--- src/rtl/add_sub.sv ---
// Registered sign-magnitude adder/subtractor: decodes two sign-magnitude operands,
// adds or subtracts them exactly, and registers a sign-magnitude result plus zero flag.
module add_sub #(
  parameter int MAG_W = 2
) (
  input  logic             clk,
  input  logic             rst_n,
  input  logic [MAG_W:0]   num1,
  input  logic [MAG_W:0]   num2,
  input  logic             selection,
  output logic [MAG_W+2:0] result,
  output logic             zeroflag
);

  localparam int SUM_W = MAG_W + 3;

  // Negative zero decodes to 0 because negating a zero magnitude is still zero.
  function automatic logic signed [SUM_W-1:0] sm_decode(input logic [MAG_W:0] x);
    logic signed [SUM_W-1:0] mag;
    mag = $signed({{(SUM_W-MAG_W){1'b0}}, x[MAG_W-1:0]});
    return x[MAG_W] ? -mag : mag;
  endfunction

  // The sign bit is set only for strictly negative values, so zero is always +0.
  function automatic logic [SUM_W-1:0] sm_encode(input logic signed [SUM_W-1:0] v);
    logic signed [SUM_W-1:0] absv;
    logic                    neg;
    neg  = (v < 0);
    absv = neg ? -v : v;
    return {neg, absv[SUM_W-2:0]};
  endfunction

  logic signed [SUM_W-1:0] a_p0;
  logic signed [SUM_W-1:0] b_p0;
  logic signed [SUM_W-1:0] sum_p0;
  logic        [SUM_W-1:0] enc_p0;
  logic        [SUM_W-1:0] result_p1;
  logic                    zeroflag_p1;

  // Stage p0: decode, compute and encode in full-width two's complement.
  always_comb begin
    a_p0   = sm_decode(num1);
    b_p0   = sm_decode(num2);
    sum_p0 = selection ? (a_p0 - b_p0) : (a_p0 + b_p0);
    enc_p0 = sm_encode(sum_p0);
  end

  // Stage p1: output register.
  always_ff @(posedge clk or negedge rst_n) begin
    if (!rst_n) begin
      result_p1   <= '0;
      zeroflag_p1 <= 1'b1;
    end else begin
      result_p1   <= enc_p0;
      zeroflag_p1 <= (enc_p0[SUM_W-2:0] == '0);
    end
  end

  assign result   = result_p1;
  assign zeroflag = zeroflag_p1;

endmodule

--- config.mk ---
export PLATFORM = sky130hd
export DESIGN_NAME = add_sub
export DESIGN_NICKNAME = d
export VERILOG_FILES = /design/src/rtl/add_sub.sv
export SDC_FILE = /design/constraint.sdc
export NUM_CORES = 1
export LEC_CHECK = 0
export BUFFER_PORTS_ARGS = -buffer_cell sky130_fd_sc_hd__buf_2
export CAP_MARGIN = 20
export CORE_AREA = 2 2 39 41
export CTS_BUF_LIST = sky130_fd_sc_hd__clkbuf_4 sky130_fd_sc_hd__clkbuf_8
export CTS_CLUSTER_SIZE = 8
export DETAILED_ROUTE_END_ITERATION = 10
export DIE_AREA = 0 0 41 43
export PLACE_DENSITY = 0.72
export SETUP_SLACK_MARGIN = 0.3
export SYNTH_ARGS = -nofsm -noshare
export SYNTH_HDL_FRONTEND = slang
export SYNTH_SLANG_ARGS = --single-unit
--- constraint.sdc ---
create_clock -name clk -period 0.8 [get_ports clk]
set_input_delay 0.04 -clock clk [delete_from_list [all_inputs] [get_ports clk]]
set_output_delay 0.04 -clock clk [all_outputs]
set_load 0.005 [all_outputs]
After elaboration in Yosys (flattened, before gate mapping) --
Index checks and enable logic that the tools add are counted.
Word-level totals: register bits 6, bits of input ports 9, word-level logic and storage cells 13
Cells by class: add/sub/neg operators 5, $lt $le $gt $ge 1, mux-type cells 4, reductions and logical operators 1
Operators by type and width (number):
- two-way mux 5 bit | 3
- negation 2 -> 5 bit | 2
- adder 5 bit | 1
- < comparator 5 x 1 -> 1 bit, second input constant | 1
- subtractor 5 bit | 1
- logical NOT 4 bit | 1
- two-way mux 4 bit | 1
- negation 4 bit | 1

Longest topological paths before layout --
depth in word-level cells 7, gate-level depth with buffers 13

Worst setup path after synthesis --
Ideal clock, no wire load.
kind input port to flip-flop, start in num2[0], end reg zeroflag_p1, in the netlist zeroflag, data arrival time 2.196 ns, data required time 0.704 ns, slack -1.492 ns, stages 12, path buffers 0, cells stage by stage inv_1 -> ha_1 -> mux2i_1 -> nand2_1 -> ha_1 -> nor2_1 -> nor2_1 -> ha_1 -> nand2b_1 -> a21oi_2 -> xnor3_2 -> o32ai_1
On the way: cells in the longest elaborated chain, start to end 7, elaborated cells on any way between the ends 9, those cells by class add/sub: 4; order compare: 1; mux: 3; reduce/logical: 1
Ends and longest elaborated chain:
- start, declared | line 9 | input logic [MAG_W:0] num2,
- negation 2 -> 5 bit | line 21 | return x[MAG_W] ? -mag : mag;
- two-way mux 5 bit (*) | line 21
- adder 5 bit or subtractor 5 bit (tied branches) | line 44 | sum_p0 = selection ? (a_p0 - b_p0) : (a_p0 + b_p0);
- two-way mux 5 bit (*) | line 44
- negation 4 bit or < comparator 5 x 1 -> 1 bit (tied branches) | line 29, 28
- two-way mux 4 bit (*) | line 29 | absv = neg ? -v : v;
- logical NOT 4 bit (*) | line 55 | zeroflag_p1 <= (enc_p0[SUM_W-2:0] == '0);
- end signal, assigned | line 55
- end, declared | line 38 | logic zeroflag_p1;
Mark *: on every way between the ends. The rest lies on a longest branch, timed or not.

Worst setup path after layout --
start in num2[0], end reg result_p1[3], in the netlist result[3]
On the way: cells in the longest elaborated chain, start to end 6, elaborated cells on any way between the ends 8, those cells by class add/sub: 4; order compare: 1; mux: 3
Ends and longest elaborated chain:
- negation 2 -> 5 bit | line 21
- two-way mux 5 bit (*) | line 21
- adder 5 bit or subtractor 5 bit (tied branches) | line 44
- two-way mux 5 bit (*) | line 44
- negation 4 bit or < comparator 5 x 1 -> 1 bit (tied branches) | line 29, 28
- two-way mux 4 bit (*) | line 29
- named net enc_p0[3] | line 36 | logic [SUM_W-1:0] enc_p0;
- end signal, assigned | line 54 | result_p1 <= enc_p0;
- end, declared | line 37 | logic [SUM_W-1:0] result_p1;
Mark *: on every way through the listed nets, which the timed path passes. The rest lies on a longest branch.

==> summary.md <==
| Metric | Value |
|---|---|
| First DRT Iteration DRCs | 9 |
| GR Overflow Total | 0 |
| Final core utilization | 71.2% |
| Met1 usage | 16.2% |
| Wire per inst | 11.0 um |
| Ys async rst share | 100% |
| Final period util | 258% |
| PwrDens | 1930 nW/um2 |
| CTS tree | built |
| RD Place Congestion | 0.748 |
| Synthesized instance count | 62 |
| Worst path max stage delay | 340 ps |
| Most instantiated cells after synthesis | inv_1 (11), ha_1 (8), dfrtp_1 (5), nor2_1 (5), nand2_1 (3) |
| Core ar. | 1380 um2 |
| Clock power frac | 17.8% |
| Yosys top cell area share | 21.9% |
| All-Layer GR Usage | 15.8% |
| Worst-path maximum fanout | 6 |
| Unrepaired setup endpoints after global routing | yes |
| Ys flop type | dfrtp_1 |
| Most used cell, CP | ha_4 |
| Share of cells above drive strength 1 | 56.0% |
| Final HPWL DP | 967 um |
| Req. time, crit path | 960 ps |
| Total wire length | 1.28 mm |
| Net switching power figure | 0.000637 W |
| Final Hold Fails | 0 |
| EDFF count, synth | 0 |
| Syn. warnings | 0 |
| Max VDD drop | 1.21 mV |
| Max clock buf depth | 2 |
| Worst Setup SP | num2[0] |
| N_diodes | 0 |
| Top cell type by total area after synthesis | dfrtp_1 |
| Failing checks | setup timing |
| Pin count of the biggest net entering global routing | 7 |
| GRT busiest layer | met2 |
| CP Launch Type | input port |
| TritonCTS Sinks | 6 |
| TritonCTS Buffers | 3 |
| Area contributors post-synth | dfrtp_1 (22%), ha_1 (18%), inv_1 (7.2%) |
| TritonRoute pass-1 iters | 4 |
| Seq cells post-synth | 6 |
| Final net count | 119 |
| Htree depth | 1 |
| Fin cells | 116 |
| Max cap viols | 0 |
| Ports | 15 |
| Sequential share of power | 23.4% |
| Clock transition at the registers of the reported paths | 50 ps |
| Minimum clock period | 2060 ps |
| Sequential area share after synthesis | 26.5% |
| Count leader, synth | inv_1 |
| Final setup margin | -1260 ps |
| Vias | 561 |
| Worst hold path class | in -> async |
| Combinational share of power | 58.7% |
| Drt via density | 4.84 |
| Die ar. | 1760 um2 |
| Placed Cells incl. Taps | 109 |
| Net Sw Frac | 33.6% |
| Fmax achieved | 484 MHz |
| Chip Height | 43 um |
| Outcome | complete, but fails checks |
| Final ANT Viol Nets | 0 |
| Endpoint class of the critical path | flop |
| GR met2 Demand/Resource | 26.9% |
| Synthesized cell area | 571 um2 |
| CP Cell Sequence | buf_8 -> inv_6 -> ha_4 -> mux2i_4 -> nand2_2 -> ha_4 -> nor2_2 -> nor2_1 -> ha_1 -> nand2b_1 -> a21oi_2 -> xnor3_2 -> a31oi_2 -> xnor2_1 |
| Int Pwr | 0.00126 W |
| Mapped Nets | 80 |
| Layout area overhead | 72.8% |
| Die X | 41 um |
| Final setup viols | 6 |
| WHS | 145 ps |
| # rows | 14 |
| Global Route met3 Usage | 1.57% |
| Starting density of the core | 41.2% |
| Critical Path AT | 2220 ps |
| Pins over their slew limit | 0 |
| Critical path type | in -> reg |
| Port Buffers | 14 |
| Leakage Power | 0.483 nW |
| Synthesized area per cell | 9.20 um2 |
| Vias in the first global route | 508 |
| First-pass GRT wire length | 1.87 mm |
| Initial antenna violation count | 0 |
| Slew HR | 84.3% |
| Slew @ Worst Pin | 236 ps |
| Count of cell types in the netlist | 29 |
| Clock tree root driver cell | clkbuf_4 |
| Critical path's slowest cell | xnor3_2 |
| DRC viols | 0 |
## cell families after synthesis
logic type / count (synthesis) / synth area share (%)
AND/OR/NAND/NOR: 18 / 17.3
AO/OA/AOI/OAI: 11 / 14.0
buffers and inverters: 11 / 7.24
adder cells (fa/ha/maj): 9 / 21.1
flip-flops: 6 / 26.5
XOR/XNOR: 5 / 10.3
multiplexers: 2 / 3.51
## per-stage QoR
| step | TNS (ps) | total power, W | setup slack [ps] | instance area, um2 |
|---|---|---|---|---|
| after global placement | -7670 | 0.00138 | -1620 | 847 |
| after detailed placement | -7920 | 0.00143 | -1680 | 847 |
| final | -6010 | 0.00190 | -1260 | 986 |
| after CTS | -6170 | 0.00184 | -1300 | 936 |
| after global routing | -6640 | 0.00207 | -1390 | 986 |
| after floorplan | -6430 | 0.00103 | -1370 | 629 |
## final timing paths
kind / depth (start not counted) / end
min: 2 / result[4]$_DFF_PN0_
max: 14 / result[3]$_DFF_PN0_
max in group asynchronous: 2 / zeroflag$_DFF_PN1_
min in group clk: 5 / result[0]$_DFF_PN0_
## power by group through the flow
| stage | clock network, W | logic, W | registers, W |
|---|---|---|---|
| finish | 0.000338 | 0.00111 | 0.000445 |
| global route | 0.000374 | 0.00124 | 0.000456 |
| CTS | 0.000350 | 0.00104 | 0.000444 |
| detailed placement | 0 | 0.000980 | 0.000449 |
| global placement | 0 | 0.000942 | 0.000443 |
| floorplan | 0 | 0.000558 | 0.000472 |
## state kept, by name, indices dropped and copies added, names as in the netlist
name,count
result,5
zeroflag,1
## metal layers
layer  wire length [um]  part of all wire [%]
met5                  0                     0
met4                 39                   3.0
met3                 35                   2.7
met2                718                    56
met1                487                    38
## repair_timing
action	4_1_cts	5_1_grt
setup endpoints to repair	12	12
hold endpoints to repair	6	0
pin swaps	9	7
resized for setup	8	9
hold buffers	1	0
buffers inserted	2	0
## critical path, delay by kind of cell
family	cells	cell delay [ps]
adders and majority gates	3	740
xor gates and xnor gates	2	490
and+or+nand+nor	4	330
AOI/OAI and AO/OA	2	320
muxes	1	160
buffers and inverters	2	150
## cell usage in the layout (no fill, tap or decap), types with 2 or more instances in the layout
cell type,count
dfrtp_1,5
clkbuf_4,4
xnor2_1,2
inv_1,8
ha_4,3
buf_6,3
buf_4,17
nand2b_1,2
a21oi_1,2
nand2_1,2
buf_2,11
nor2_2,2
nor2_1,3
ha_1,5
buf_8,2
## cell type report
| cell class | instances | area, um2 |
|---|---|---|
| repair buffers | 34 | 256 |
| flip-flops and latches | 6 | 151 |
| clock buffers | 4 | 30.0 |
| fillers | 99 | 398 |
| multi-input cells | 45 | 469 |
| inverters | 11 | 58.8 |
| well taps | 16 | 20.0 |
Note: power is estimated with default switching activity, not from simulation.
